### src/rtl/tl_chan_buffer.sv
// Two-channel TileLink-UL buffer: independent A (request) and D (response) queues,
// each configurable as a wire passthrough or a circular FIFO with optional flow/pipe.

module tl_chan_queue #(
  parameter int W     = 1,
  parameter int DEPTH = 2,
  parameter int FLOW  = 0,
  parameter int PIPE  = 0,
  parameter int CW    = 1
) (
  input  logic          clock,
  input  logic          reset,
  input  logic          in_valid,
  output logic          in_ready,
  input  logic [W-1:0]  in_bits,
  output logic          out_valid,
  input  logic          out_ready,
  output logic [W-1:0]  out_bits,
  output logic [CW-1:0] count
);

  generate
    if (DEPTH == 0) begin : g_wire
      logic unused_s;
      assign unused_s  = clock ^ reset;
      assign out_valid = in_valid;
      assign in_ready  = out_ready;
      assign out_bits  = in_bits;
      assign count     = {CW{1'b0}};
    end else begin : g_fifo
      localparam int PW = (DEPTH > 1) ? $clog2(DEPTH) : 1;

      logic [W-1:0]  mem_r [DEPTH];
      logic [PW-1:0] enq_ptr_r;
      logic [PW-1:0] deq_ptr_r;
      logic [CW-1:0] count_r;
      logic          empty_s;
      logic          full_s;
      logic          bypass_s;
      logic          do_enq_s;
      logic          do_deq_s;

      // Pointers wrap explicitly so DEPTH need not be a power of two.
      function automatic logic [PW-1:0] wrap_inc(input logic [PW-1:0] p);
        return (p == PW'(DEPTH - 1)) ? {PW{1'b0}} : p + PW'(1);
      endfunction

      assign empty_s   = (count_r == {CW{1'b0}});
      assign full_s    = (count_r == CW'(DEPTH));
      assign in_ready  = !full_s || ((PIPE != 0) && out_ready);
      assign out_valid = !empty_s || ((FLOW != 0) && in_valid);
      assign out_bits  = ((FLOW != 0) && empty_s) ? in_bits : mem_r[deq_ptr_r];

      // A flow-through beat consumed in the same cycle never touches storage.
      assign bypass_s  = (FLOW != 0) && empty_s && in_valid && out_ready;
      assign do_enq_s  = in_valid && in_ready && !bypass_s;
      assign do_deq_s  = out_valid && out_ready && !bypass_s;
      assign count     = count_r;

      // Pointer and occupancy state.
      always_ff @(posedge clock or posedge reset) begin
        if (reset) begin
          enq_ptr_r <= {PW{1'b0}};
          deq_ptr_r <= {PW{1'b0}};
          count_r   <= {CW{1'b0}};
        end else begin
          if (do_enq_s) enq_ptr_r <= wrap_inc(enq_ptr_r);
          if (do_deq_s) deq_ptr_r <= wrap_inc(deq_ptr_r);
          case ({do_enq_s, do_deq_s})
            2'b10:   count_r <= count_r + CW'(1);
            2'b01:   count_r <= count_r - CW'(1);
            default: count_r <= count_r;
          endcase
        end
      end

      // Payload storage; deliberately not reset.
      always_ff @(posedge clock) begin
        if (do_enq_s) mem_r[enq_ptr_r] <= in_bits;
      end
    end
  endgenerate

endmodule

module tl_chan_buffer #(
  parameter int ADDR_W  = 31,
  parameter int DATA_W  = 32,
  parameter int SRC_W   = 1,
  parameter int A_DEPTH = 2,
  parameter int D_DEPTH = 2,
  parameter int A_FLOW  = 0,
  parameter int D_FLOW  = 0,
  parameter int A_PIPE  = 0,
  parameter int D_PIPE  = 0,
  localparam int MASK_W = DATA_W / 8,
  localparam int A_W    = 3 + 3 + 3 + SRC_W + ADDR_W + MASK_W + DATA_W + 1,
  localparam int D_W    = 3 + 2 + 3 + SRC_W + 1 + DATA_W + 1,
  localparam int A_CW   = (A_DEPTH == 0) ? 1 : $clog2(A_DEPTH + 1),
  localparam int D_CW   = (D_DEPTH == 0) ? 1 : $clog2(D_DEPTH + 1)
) (
  input  logic            clock,
  input  logic            reset,
  input  logic            a_in_valid,
  output logic            a_in_ready,
  input  logic [A_W-1:0]  a_in_bits,
  output logic            a_out_valid,
  input  logic            a_out_ready,
  output logic [A_W-1:0]  a_out_bits,
  input  logic            d_in_valid,
  output logic            d_in_ready,
  input  logic [D_W-1:0]  d_in_bits,
  output logic            d_out_valid,
  input  logic            d_out_ready,
  output logic [D_W-1:0]  d_out_bits,
  output logic [A_CW-1:0] a_count,
  output logic [D_CW-1:0] d_count
);

  tl_chan_queue #(.W(A_W), .DEPTH(A_DEPTH), .FLOW(A_FLOW), .PIPE(A_PIPE), .CW(A_CW)) u_a_queue (
    .clock     (clock),
    .reset     (reset),
    .in_valid  (a_in_valid),
    .in_ready  (a_in_ready),
    .in_bits   (a_in_bits),
    .out_valid (a_out_valid),
    .out_ready (a_out_ready),
    .out_bits  (a_out_bits),
    .count     (a_count)
  );

  tl_chan_queue #(.W(D_W), .DEPTH(D_DEPTH), .FLOW(D_FLOW), .PIPE(D_PIPE), .CW(D_CW)) u_d_queue (
    .clock     (clock),
    .reset     (reset),
    .in_valid  (d_in_valid),
    .in_ready  (d_in_ready),
    .in_bits   (d_in_bits),
    .out_valid (d_out_valid),
    .out_ready (d_out_ready),
    .out_bits  (d_out_bits),
    .count     (d_count)
  );

endmodule

### config.mk
export PLATFORM = sky130hd
export DESIGN_NAME = tl_chan_buffer
export DESIGN_NICKNAME = d
export VERILOG_FILES = /design/src/rtl/tl_chan_buffer.sv
export SDC_FILE = /design/constraint.sdc
export NUM_CORES = 1
export LEC_CHECK = 0
export ABC_CLOCK_PERIOD_IN_PS = 5500
export BUFFER_PORTS_ARGS = -buffer_cell sky130_fd_sc_hd__buf_2
export CAP_MARGIN = 20
export CORE_ASPECT_RATIO = 1.75
export CORE_MARGIN = 5
export CORE_UTILIZATION = 45
export CTS_CLUSTER_SIZE = 28
export DETAILED_ROUTE_END_ITERATION = 10
export PLACE_DENSITY = 0.68
export SYNTH_ARGS = -nofsm -noshare
export SYNTH_HDL_FRONTEND = slang
export SYNTH_SLANG_ARGS = --single-unit
export TNS_END_PERCENT = 10
### constraint.sdc
create_clock -name clock -period 5.5 [get_ports clock]
set_clock_uncertainty 0.1 [all_clocks]
set_input_delay 0.275 -clock clock [delete_from_list [all_inputs] [get_ports clock]]
set_output_delay 0.275 -clock clock [all_outputs]
set_load 0.02 [all_outputs]
; Word level (Yosys, flattened, before mapping)
; Memories as Yosys holds them, arrays and structs flattened.
; Cells that the tools add are included.
[word_totals]
input_bits = 127
regBits = 8
memories = 2
ram_bits = 242
[mem_list]
columns = name, depth, word_bits, read_ports, rd_clocked_by_memory_dff, wr, line
row1 = u_a_queue.g_fifo.mem_r, 2, 78, 1, 0, 1, 33  ; logic [W-1:0] mem_r [DEPTH];
row2 = u_d_queue.g_fifo.mem_r, 2, 43, 1, 0, 1, 33
[classes]
n_eq_ne = 6
reduce_logical = 12
addsub = 8
mux = 10
[op_table]
columns = operator, n
row1 = $eq 2x2->1 const B, 4
row2 = $mux 1, 8
row3 = $pmux 2 s2, 2
row4 = $add 1x1->1 const B, 4
row5 = $add 2x1->2 const B, 2
row6 = $eq 2x1->1 const B, 2
row7 = $logic_and 1x1->1, 4
row8 = $logic_not 1->1, 4
row9 = $logic_not 2->1, 2
row10 = $reduce_bool 2->1, 2
row11 = $sub 2x1->2 const B, 2

; Longest topological paths before layout
[depth]
ltp_word = 5
mapped_depth = 6
ltp_nobuf = 6

; Cells and area by module
; A second synthesis with hierarchy kept.
[unflattened]
cells_unflattened = 413
hier_area_um2 = 9182.6
[by_module_without_submodules]
columns = module, area_per_inst_um2, cells_each, n_inst
row1 = tl_chan_queue (u_a_queue), 5860.6, 261, 1
row2 = tl_chan_queue (u_d_queue), 3321.9, 152, 1

; Worst setup path before layout
; No wires, ideal clock.
[synth_path]
path_kind = reg2reg
startpoint = register u_a_queue.g_fifo.count_r[0], in the netlist u_a_queue.count[0]
endpoint = memory u_a_queue.g_fifo.mem_r[0][0] in the netlist's numbering, enable pin
synth_period_minus_slack_ps = 4825
t_arrival_ps = 4210
required_ps = 4885
path_stages_with_launch = 4
setup_ps = 515
path_slack_ps = 675
cell_sequence = dfrtp_1 > nand2b_1 > nand2_1 > nor2_1
[synth_via]
elab_chain_cells = 5
[synth_rtl]
columns = element, line
row1 = start: declaration, 36  ; logic [CW-1:0] count_r;
row2 = start signal: assignment, 65  ; count_r <= {CW{1'b0}};
row3 = start signal: assignment, 70  ; 2'b10: count_r <= count_r + CW'(1);
row4 = start signal: assignment, 71  ; 2'b01: count_r <= count_r - CW'(1);
row5 = $eq 2x2->1, 49  ; assign full_s = (count_r == CW'(DEPTH));
row6 = $logic_not 1->1, 50  ; assign in_ready = !full_s || ((PIPE != 0) && out_ready);
row7 = via a_in_ready, 105  ; output logic a_in_ready,
row8 = $logic_and 1x1->1, 56  ; assign do_enq_s = in_valid && in_ready && !bypass_s;
row9 = $mux 1, 79  ; if (do_enq_s) mem_r[enq_ptr_r] <= in_bits;
row10 = $mux 1 (implied by the code), 79
row11 = end: declaration, 33
; The timed path passes the listed nets, and every way through them passes these cells.

; Worst setup path after layout
[layout_path]
startpoint = register u_a_queue.g_fifo.deq_ptr_r
endpoint = output a_out_bits[34]
[layout_via]
elab_chain_cells = 1
[layout_rtl]
columns = element, line
row1 = start: declaration, 35  ; logic [PW-1:0] deq_ptr_r;
row2 = start signal: assignment, 64  ; deq_ptr_r <= {PW{1'b0}};
row3 = start signal: assignment, 68  ; if (do_deq_s) deq_ptr_r <= wrap_inc(deq_ptr_r);
row4 = $mem_v2 2x78, -
row5 = end: declaration, 109  ; output logic [A_W-1:0] a_out_bits,
; Every way passes these cells.

==> flow_summary.ini <==
[synth]
syn_avg_cell_area_sq_um = 22.22
ys_warn_count = 0
syn_area_sq_mm = 0.009155
netlist_instances = 412
ys_seq_elements = 250
yosysUniqueCellTypes = 18
synth.net_count = 541
yosysTopAreaCellShare = 0.7938
yosys-top-cells-area = edfxtp_1 79%, mux2_2 14%, dfrtp_1 2.2%
yosysTopAreaCell = edfxtp_1
ys_seq_area_frac = 0.8156

[clock_network]
cts_setup_buffers = 0
clock_latency_ns = 0.49
cts-resized-gates = 0
cts_buffer_depth = 3
cts_root_buf = clkbuf_16
clk_pin_slew_ns = 0.06
htreeDepth = 1
cts_tree = built
clock_sinks = 250
cts_buffers = 22
ctsHoldBuffers = 123

[die]
initial_core_util = 0.4532
core_area_sq_mm = 0.02020
io_pins = 256
die_w_microns = 117.8
rows = 69
die-height_microns = 198.7
dieArea_sq_mm = 0.02341

[grt]
grt_pass1_vias = 5862
antenna_found_initial = 1
grt_use_met2 = 0.3144
gr-usage-met3 = 0.04808
busiest_layer = met2
overflow = 0
track_usage = 0.1685
grt_first_pass_wirelength_mm = 31.83
use_met1 = 0.1869
grt_max_degree = 79

[final_layout]
final_cell_mix = 255 x buf_2, 242 x edfxtp_1, 123 x dlygate4sd3_1
syn2layout_area_growth_pct = 37.69
utilization = 0.6240
final_nets = 933
fin_cells = 1064
fillers = 1423
drive_above_1_share = 0.5104
layout_commonest_cell = buf_2

[setup_path]
crit_path_start_kind = flip-flop
worst_ep_required_time_ns = 5.12
crit_family = buffers and inverters
critPathArrivalTime_ns = 2.46
worst_r2r_path_depth = 4
r2r_end = u_a_queue.g_fifo.mem_r[0][19]
max_stage_delay_ns = 0.70
slowest_stage = buf_4
endpoint_kind = output pin
reg2reg_slack_ns = 2.96
critPathKind = reg -> out
critPathBufInv = 2
reg2reg_from = u_a_queue.count[0]
cp_cell_sequence = buf_4 > mux2_2 > buf_2
cp_max_fo = 57

[routing]
drtIter0Drc = 234
vias = 5205
drc = 0
ant_nets = 0
wl_per_cell_microns = 19.05
totalWireLength_mm = 20.27
drt_pass1_iterations = 4
routed_via_density = 4.892

[min_path]
hold_end = u_a_queue.g_fifo.deq_ptr_r
hold_depth = 3
holdCritPathClass = in -> reg
hold_start = a_out_ready

[placement]
pre_cts_slack_ns = 2.911
dp.cells = 904
place_congestion = 0.7477
hpwl_mm = 12.92
portBuffers = 255

[timing]
rsz0062_at_grt = no
tns_ns = 0
fmax_mhz = 353.3
tightest_slew_ns = 1.012
drv_slew = 0
setup_ws_ns = 2.669
finalHoldViolCount = 0
min_period_ns = 2.831
fin_crit_sh = 0.5147
maxSlewHeadroom = 0.3255
setup_viol = 0

[pwr]
peakVddDrop_mv = 0.3840
finalPower_uw = 6435
p_per_area_mw_per_mm2 = 510.5
power_leakage_uw = 0.004811

[flow_run]
cap_viol_max_count = 0

[status]
status = finished clean
power by group:
group / switching [uW] / leakage, uW / total [uW] / internal [uW]
Combinational: 1290 / 0.00215 / 2190 / 900
Clock: 617 / 0.000320 / 1420 / 802
Sequential: 215 / 0.00234 / 2830 / 2610
layer usage:
metal	share of wire	vias up
met4	0.021	0
met2	0.54	220
met5	0	-
li1	-	2406
met1	0.36	2543
met3	0.076	36
state kept, by name (all words and copies together), names as in the netlist:
signal	cells
u_d_queue.g_fifo.mem_r	86
u_d_queue.g_fifo.deq_ptr_r	1
u_d_queue.g_fifo.enq_ptr_r	1
u_a_queue.count	2
u_a_queue.g_fifo.deq_ptr_r	1
u_a_queue.g_fifo.mem_r	156
u_a_queue.g_fifo.enq_ptr_r	1
u_d_queue.count	2
worst max-delay path by stage:
stage / to / startpoint / slack (ns) / cells past startpoint
6_report: a_out_bits[34] / u_a_queue.g_fifo.deq_ptr_r / 2.67 / 3
5_1_grt: a_out_bits[34] / u_a_queue.g_fifo.deq_ptr_r / 2.54 / 3
4_1_cts: a_out_bits[17] / u_a_queue.g_fifo.deq_ptr_r / 2.60 / 3
3_5_place_dp: u_a_queue.g_fifo.mem_r[0][70] / u_a_queue.count[0] / 2.91 / 4
3_3_place_gp: u_a_queue.g_fifo.mem_r[0][71] / u_a_queue.count[0] / 3.00 / 4
2_1_floorplan: u_a_queue.g_fifo.mem_r[0][0] / u_a_queue.count[0] / 0.67 / 3
stage by stage:
step / hold slack, ns / area [sq um]
after detailed placement: 0.1667 / 10690
after global routing: 0.05043 / 12610
after floorplan: -0.009342 / 9155
after CTS: 0.02544 / 12580
final: 0.05532 / 12610
after global placement: 0.1604 / 10690
cells in the mapped netlist (all sizes together):
cell type,instances
xor2,4
or2,2
edfxtp,242
and2,2
mux2,121
nand2b,2
buf,14
ha,2
xnor2,6
nor2,4
and3,2
dfrtp,8
nand2,2
inv,1
worst reg2reg max path, delay by kind of cell, from the launching register on:
family                 cells  cell delay (ns)
buffers and inverters      1             0.75
and+or+nand+nor            3             0.83
DFF                        1             0.42
cells by family after synthesis:
logic type	synth area share
buf+inv	0.01093
mux	0.1529
fa+ha+maj	0.002733
xor+xnor	0.009566
simple gates	0.008200
flops	0.8156
area by class of cell:
class                      instances  area, sq um  area share
timing repair buffer             382         2557      0.2029
antenna                            1        2.502   0.0001985
clock inverter                     8        60.06    0.004764
inverter                           1        3.754   0.0002978
multi-input combinational        147         1609      0.1276
sequential                       250         7472      0.5928
clock buffer                      27        590.6     0.04685
tap                              248        310.3     0.02462
Note: power is estimated with default switching activity, not from simulation.
